`src/rtl/run_controller.sv`:
```
// ---------------------------------------------------------------------------
// run_controller
// Drives a Hack-style Computer through reset -> run -> halt, then snapshots
// NWATCH data-memory words through a one-cycle-latency read port.
//
// Optional feature macro: RUNCTL_HALT_DETECT_EN
//   defined     : a run ends when pc stays unchanged for HALT_WINDOW cycles
//                 or when the MAX_CYCLES budget is used up (halt wins a tie).
//   not defined : no stable counter; a run always ends on MAX_CYCLES and
//                 reports timeout.
//
// Ports
//   clock        in   rising-edge clock
//   reset        in   asynchronous active-low reset
//   start        in   one-cycle run request (honoured in IDLE and DONE)
//   pc           in   CPU program counter
//   cpu_reset    out  active-high reset to the CPU
//   cpu_run      out  CPU clock enable
//   mem_rd       out  data-memory read strobe
//   mem_addr     out  data-memory read address
//   mem_rdata    in   read data, valid one cycle after mem_rd
//   busy         out  RESET, RUN or DUMP in progress
//   done         out  run and snapshot finished
//   timeout      out  run ended on the cycle budget
//   cycles       out  RUN cycles executed (saturating)
//   watch_data   out  snapshot, word i at [i*DATA_W +: DATA_W]
//   watch_valid  out  snapshot complete
// ---------------------------------------------------------------------------
module run_controller #(
   parameter int                       ADDR_W       = 15,
   parameter int                       DATA_W       = 16,
   parameter int                       PC_W         = 15,
   parameter int                       NWATCH       = 4,
   parameter logic [NWATCH*ADDR_W-1:0] WATCH_ADDRS  = {15'd16, 15'd2, 15'd1, 15'd0},
   parameter int                       RESET_CYCLES = 4,
   parameter int                       MAX_CYCLES   = 250,
   parameter int                       HALT_WINDOW  = 3
) (
   input  logic                     clock,
   input  logic                     reset,
   input  logic                     start,
   input  logic [PC_W-1:0]          pc,
   output logic                     cpu_reset,
   output logic                     cpu_run,
   output logic                     mem_rd,
   output logic [ADDR_W-1:0]        mem_addr,
   input  logic [DATA_W-1:0]        mem_rdata,
   output logic                     busy,
   output logic                     done,
   output logic                     timeout,
   output logic [31:0]              cycles,
   output logic [NWATCH*DATA_W-1:0] watch_data,
   output logic                     watch_valid
);

   localparam int IDX_W = $clog2(NWATCH + 1);
   localparam int RST_W = $clog2(RESET_CYCLES + 1);

   typedef enum logic [2:0] {
      IDLE   = 3'd0,
      RESET  = 3'd1,
      RUN    = 3'd2,
      DUMP   = 3'd3,
      DONE   = 3'd4
   } state_t;

   state_t            state;
   state_t            next_state;

   logic [RST_W-1:0]  rst_cnt;
   logic [IDX_W-1:0]  rd_cnt;
   logic              rd_vld_p1;
   logic [IDX_W-1:0]  rd_idx_p1;
   logic [31:0]       cycles_nxt;
   logic              start_run;
   logic              timeout_hit;
   logic              halt_hit;

`ifdef RUNCTL_HALT_DETECT_EN
   localparam int STB_W = $clog2(HALT_WINDOW + 1);
   logic [PC_W-1:0]   pc_prev;
   logic              pc_prev_vld;
   logic [STB_W-1:0]  stable_cnt;
   logic [STB_W-1:0]  stable_nxt;

   // The first RUN cycle has no previous pc, so it counts as a change.
   always_comb begin
      stable_nxt = '0;
      if (pc_prev_vld && (pc == pc_prev))
         stable_nxt = stable_cnt + 1'b1;
   end

   assign halt_hit = (state == RUN) && (stable_nxt == STB_W'(HALT_WINDOW - 1));

   always_ff @(posedge clock or negedge reset) begin
      if (!reset) begin
         pc_prev     <= '0;
         pc_prev_vld <= 1'b0;
         stable_cnt  <= '0;
      end else if (start_run) begin
         pc_prev_vld <= 1'b0;
         stable_cnt  <= '0;
      end else if (state == RUN) begin
         pc_prev     <= pc;
         pc_prev_vld <= 1'b1;
         stable_cnt  <= stable_nxt;
      end
   end
`else
   logic unused_pc;
   assign unused_pc = ^pc;
   assign halt_hit  = 1'b0;
`endif

   assign start_run   = start && ((state == IDLE) || (state == DONE));
   assign cycles_nxt  = (cycles == 32'hFFFF_FFFF) ? cycles : cycles + 32'd1;
   assign timeout_hit = (state == RUN) && (cycles_nxt == 32'(MAX_CYCLES));

   // Outputs decode registered state only; no input reaches an output
   // combinationally.
   assign cpu_reset   = (state == IDLE) || (state == RESET);
   assign cpu_run     = (state == RESET) || (state == RUN);
   assign busy        = (state == RESET) || (state == RUN) || (state == DUMP);
   assign done        = (state == DONE);
   assign watch_valid = (state == DONE);
   assign mem_rd      = (state == DUMP) && (rd_cnt < IDX_W'(NWATCH));

   always_comb begin
      mem_addr = '0;
      if (mem_rd) begin
         for (int i = 0; i < NWATCH; i++) begin
            if (rd_cnt == IDX_W'(i))
               mem_addr = WATCH_ADDRS[i*ADDR_W +: ADDR_W];
         end
      end
   end

   always_ff @(posedge clock or negedge reset) begin
      if (!reset)
         state <= IDLE;
      else
         state <= next_state;
   end

   always_comb begin
      next_state = state;
      case (state)
         IDLE:    if (start) next_state = RESET;
         RESET:   if (rst_cnt == RST_W'(RESET_CYCLES - 1)) next_state = RUN;
         RUN:     if (halt_hit || timeout_hit) next_state = DUMP;
         // DUMP ends on the edge that captures the last returned word.
         DUMP:    if (rd_vld_p1 && (rd_idx_p1 == IDX_W'(NWATCH - 1))) next_state = DONE;
         DONE:    if (start) next_state = RESET;
         default: next_state = IDLE;
      endcase
   end

   // Run bookkeeping: reset hold count, cycle budget, timeout flag.
   always_ff @(posedge clock or negedge reset) begin
      if (!reset) begin
         rst_cnt <= '0;
         cycles  <= '0;
         timeout <= 1'b0;
         rd_cnt  <= '0;
      end else if (start_run) begin
         rst_cnt <= '0;
         cycles  <= '0;
         timeout <= 1'b0;
         rd_cnt  <= '0;
      end else begin
         if (state == RESET)
            rst_cnt <= rst_cnt + 1'b1;
         if (state == RUN) begin
            cycles <= cycles_nxt;
            if (timeout_hit && !halt_hit)
               timeout <= 1'b1;
         end
         if (mem_rd)
            rd_cnt <= rd_cnt + 1'b1;
      end
   end

   // p0 -> p1: read issued this cycle, its data arrives next cycle.
   always_ff @(posedge clock or negedge reset) begin
      if (!reset) begin
         rd_vld_p1 <= 1'b0;
         rd_idx_p1 <= '0;
      end else begin
         rd_vld_p1 <= mem_rd;
         rd_idx_p1 <= rd_cnt;
      end
   end

   // p1 capture: returned word lands in its snapshot slot.
   always_ff @(posedge clock or negedge reset) begin
      if (!reset) begin
         watch_data <= '0;
      end else if (rd_vld_p1) begin
         for (int i = 0; i < NWATCH; i++) begin
            if (rd_idx_p1 == IDX_W'(i))
               watch_data[i*DATA_W +: DATA_W] <= mem_rdata;
         end
      end
   end

endmodule

```
`config.mk`:
```
export PLATFORM = sky130hd
export DESIGN_NAME = run_controller
export DESIGN_NICKNAME = d
export VERILOG_FILES = /design/src/rtl/run_controller.sv
export SDC_FILE = /design/constraint.sdc
export NUM_CORES = 1
export LEC_CHECK = 0
export BUFFER_PORTS_ARGS = -buffer_cell sky130_fd_sc_hd__buf_4
export CORE_ASPECT_RATIO = 1.75
export CORE_MARGIN = 5
export CORE_UTILIZATION = 30
export DETAILED_ROUTE_END_ITERATION = 8
export PLACE_DENSITY_LB_ADDON = 0.15
export SLEW_MARGIN = 25
export SYNTH_ARGS = -nofsm -noshare
export SYNTH_HDL_FRONTEND = slang
export SYNTH_SLANG_ARGS = --single-unit
```
`constraint.sdc`:
```
create_clock -name clock -period 10.5 [get_ports clock]
set_clock_uncertainty 0.1 [all_clocks]
set_input_delay 2.1 -clock clock [delete_from_list [all_inputs] [get_ports clock]]
set_output_delay 2.1 -clock clock [all_outputs]
set_load 0.01 [all_outputs]
```
==> metrics.md <==
| Metric | Value |
|---|---|
| CP startpoint kind | register |
| Drt drc | 0 |
| Longest Clk Path Bufs | 2 |
| Required @ worst endpoint | 8300 ps |
| H-Tree Depth | 3 |
| Routed wire per std cell | 19.3 microns |
| Slew Limit Fails | 0 |
| Yosys top cell area share | 0.478 |
| Async S/R FF share, synth | 1.00 |
| Synth top area cells | dfrtp_1 48%, mux2_2 13%, o21ai_0 3.7% |
| Routed vias | 4728 |
| First-pass GRT wire length | 27.8 mm |
| Post-CTS Resized | 0 |
| Number of synthesized flops with an enable pin | 0 |
| # setup viols final | 0 |
| Critical Path, Cell by Cell | nand2_1 > nor3_1 > nor4bb_1 > buf_4 |
| Design area | 7100 sq um |
| Worst EP arrival | 2520 ps |
| Crit path largest cell delay | 700 ps |
| Period minus WS final | 4720 ps |
| Post-synth top area cell | dfrtp_1 |
| Vias in the first global route | 5001 |
| Layout cells sized above 1 | 0.353 |
| Clk Latency, worst-skew pair | 340 ps |
| Cell area after synthesis | 5760 sq um |
| WS Path Type | reg2out |
| Yosys warns | 0 |
| Pin count of the biggest net entering global routing | 77 |
| Setup slack after layout | 5780 ps |
| Ys flop type | dfrtp_1 |
| WP buf/inv | 1 |
| Post-Layout Cell Count | 899 |
| Setup Fix Bufs, Post-CTS | 0 |
| Commonest cells post-synth | 110 x dfrtp_1, 66 x mux2_2, 54 x nand2_1 |
| Num rows | 67 |
| FF+latch count, synth | 110 |
| Pre-CTS WS | 6170 ps |
| Fmax | 212 MHz |
| Worst min-delay path category | reg2reg |
| Period utilization | 0.450 |
| Routed vias/inst | 5.26 |
| Total GRT Usage | 0.158 |
| Syn Area/Cell | 10.5 sq um |
| Starting DRT DRC Count | 231 |
| Routed Antenna Nets | 0 |
| HPWL after DPL | 12.7 mm |
| RSZ-0062 raised after global routing | no |
| Clock-pin transition on the worst setup and hold timing paths | 70 ps |
| Inst Count DP | 885 |
| Fin. Hold Viols | 0 |
| Status | finished, final reports clean |
| Grt ovf | 0 |
| Starting Density | 0.303 |
| Io pins | 152 |
| Setup crit end kind | primary output |
| Yosys cell types | 67 |
| Slowest cell on crit path | nor3_1 |
| Post-Route WL | 17.4 mm |
| Most frequent cell after synthesis | dfrtp_1 |
| P&R area growth vs syn | 23.3% |
| Core ar. | 19000 sq um |
| CTS Buf Count | 9 |
| DIE HEIGHT | 193 microns |
| Die area | 22200 sq um |
| Cts hold-fix bufs | 0 |
| CTS tree | built |
| Final core area utilization | 0.373 |
| Final nets | 696 |
| Max Cap Violations | 0 |
| Cells after synthesis | 547 |
| Gpl congestion | 0.873 |
| Power Density | 251 nW/um^2 |
| Total clock sinks | 110 |
| Die X | 115 microns |
| Root buffer cell | clkbuf_16 |
| Port buffer count | 124 |
| Initial antenna violation count | 0 |
| Worst Max-Slew Pin Slew | 918 ps |
| Peak supply drop | 0.0935 mV |
| Rel. slew slack | 0.388 |
| TritonRoute pass-1 iters | 5 |
| TNS Setup | 0 ps |
| LEAKAGE | 3.07 nW |
| Placed inst area | 6820 sq um |
| Top delay family on crit path | simple AND/OR/NAND/NOR gates |
| Sequential area share after synthesis | 0.478 |
| Antenna cells | 0 |
| Critical Path Fanout Max | 14 |
-- registers in the layout, summed over array words and instances (netlist names) --
register and flops:
watch_data 64, timeout 1, rst_cnt 3, rd_cnt 3, rd_vld_p1 1, cycles 32
state 3, rd_idx_p1 3
-- through the flow --
step | power (mW) | hold WS [ps]
4_1_cts | 1.82 | 349
3_5_place_dp | 1.48 | 332
2_1_floorplan | 1.09 | 295
3_3_place_gp | 1.46 | 327
6_report | 1.79 | 348
5_1_grt | 1.91 | 363
-- layer usage --
layer / global-route usage / routed length [microns] / vias up
li1: - / - / 2202
met4: 0.0592 / 425 / 0
met3: 0.0241 / 908 / 28
met5: 0 / 0 / -
met1: 0.172 / 6430 / 2330
met2: 0.299 / 9600 / 168
-- final cells by class --
class,instances,area (sq um)
Inverter,10,37.5
Timing Repair Buffer,132,995
Fill cell,1881,11900
Clock inverter,3,46.3
Tap cell,241,302
Clock buffer,11,233
Multi-Input combinational cell,392,2740
Sequential cell,110,2750
-- layout by cell type (no fill, tap or decap), types with 12 or more instances in the layout --
cell     netlist  routed
nand2_1       54      54
nor2_1        26      26
nand4_1       17      17
nand3_1       17      17
o21ai_0       42      42
a21oi_1       23      23
buf_4         16     131
dfrtp_1      110     110
mux2_2        66      66
conb_1         1      12
-- final timing paths --
kind,slack [ps],to,start,cells past startpoint
worst max-delay path,5780,mem_addr[0],state[0],4
worst min-delay path,350,rd_idx_p1[2],rd_cnt[2],0
worst max register to register,6620,timeout,cycles[0],8
worst min register to register,350,rd_idx_p1[2],rd_cnt[2],0
max in group asynchronous,7600,watch_data[18],reset,2
min in group asynchronous,1620,watch_data[56],reset,1
-- worst register-to-register path, stage by stage, from the launching register on --
cell and delay [ps]:
dfrtp_1 450, ha_1 300, nand3_2 220, or4_1 760
a2111oi_2 530, xor2_1 140, or4_1 530, or4_4 520
o31ai_2 260
-- report_power, final --
part           leakage, nW  switching, mW  internal (mW)  total (mW)
registers             1.39          0.123          0.581       0.703
clock network        0.132          0.150          0.184       0.334
logic                 1.54          0.367          0.381       0.748
-- cells by family after synthesis --
logic type	count (synthesis)	share of synthesized area
adders and majority gates	7	0.0152
other	1	0.000651
DFF	110	0.478
xor gates and xnor gates	8	0.0122
AOI/OAI and AO/OA	120	0.138
muxes	67	0.131
buffers and inverters	56	0.0550
and+or+nand+nor	178	0.170
(Power assumes the default switching activity.)
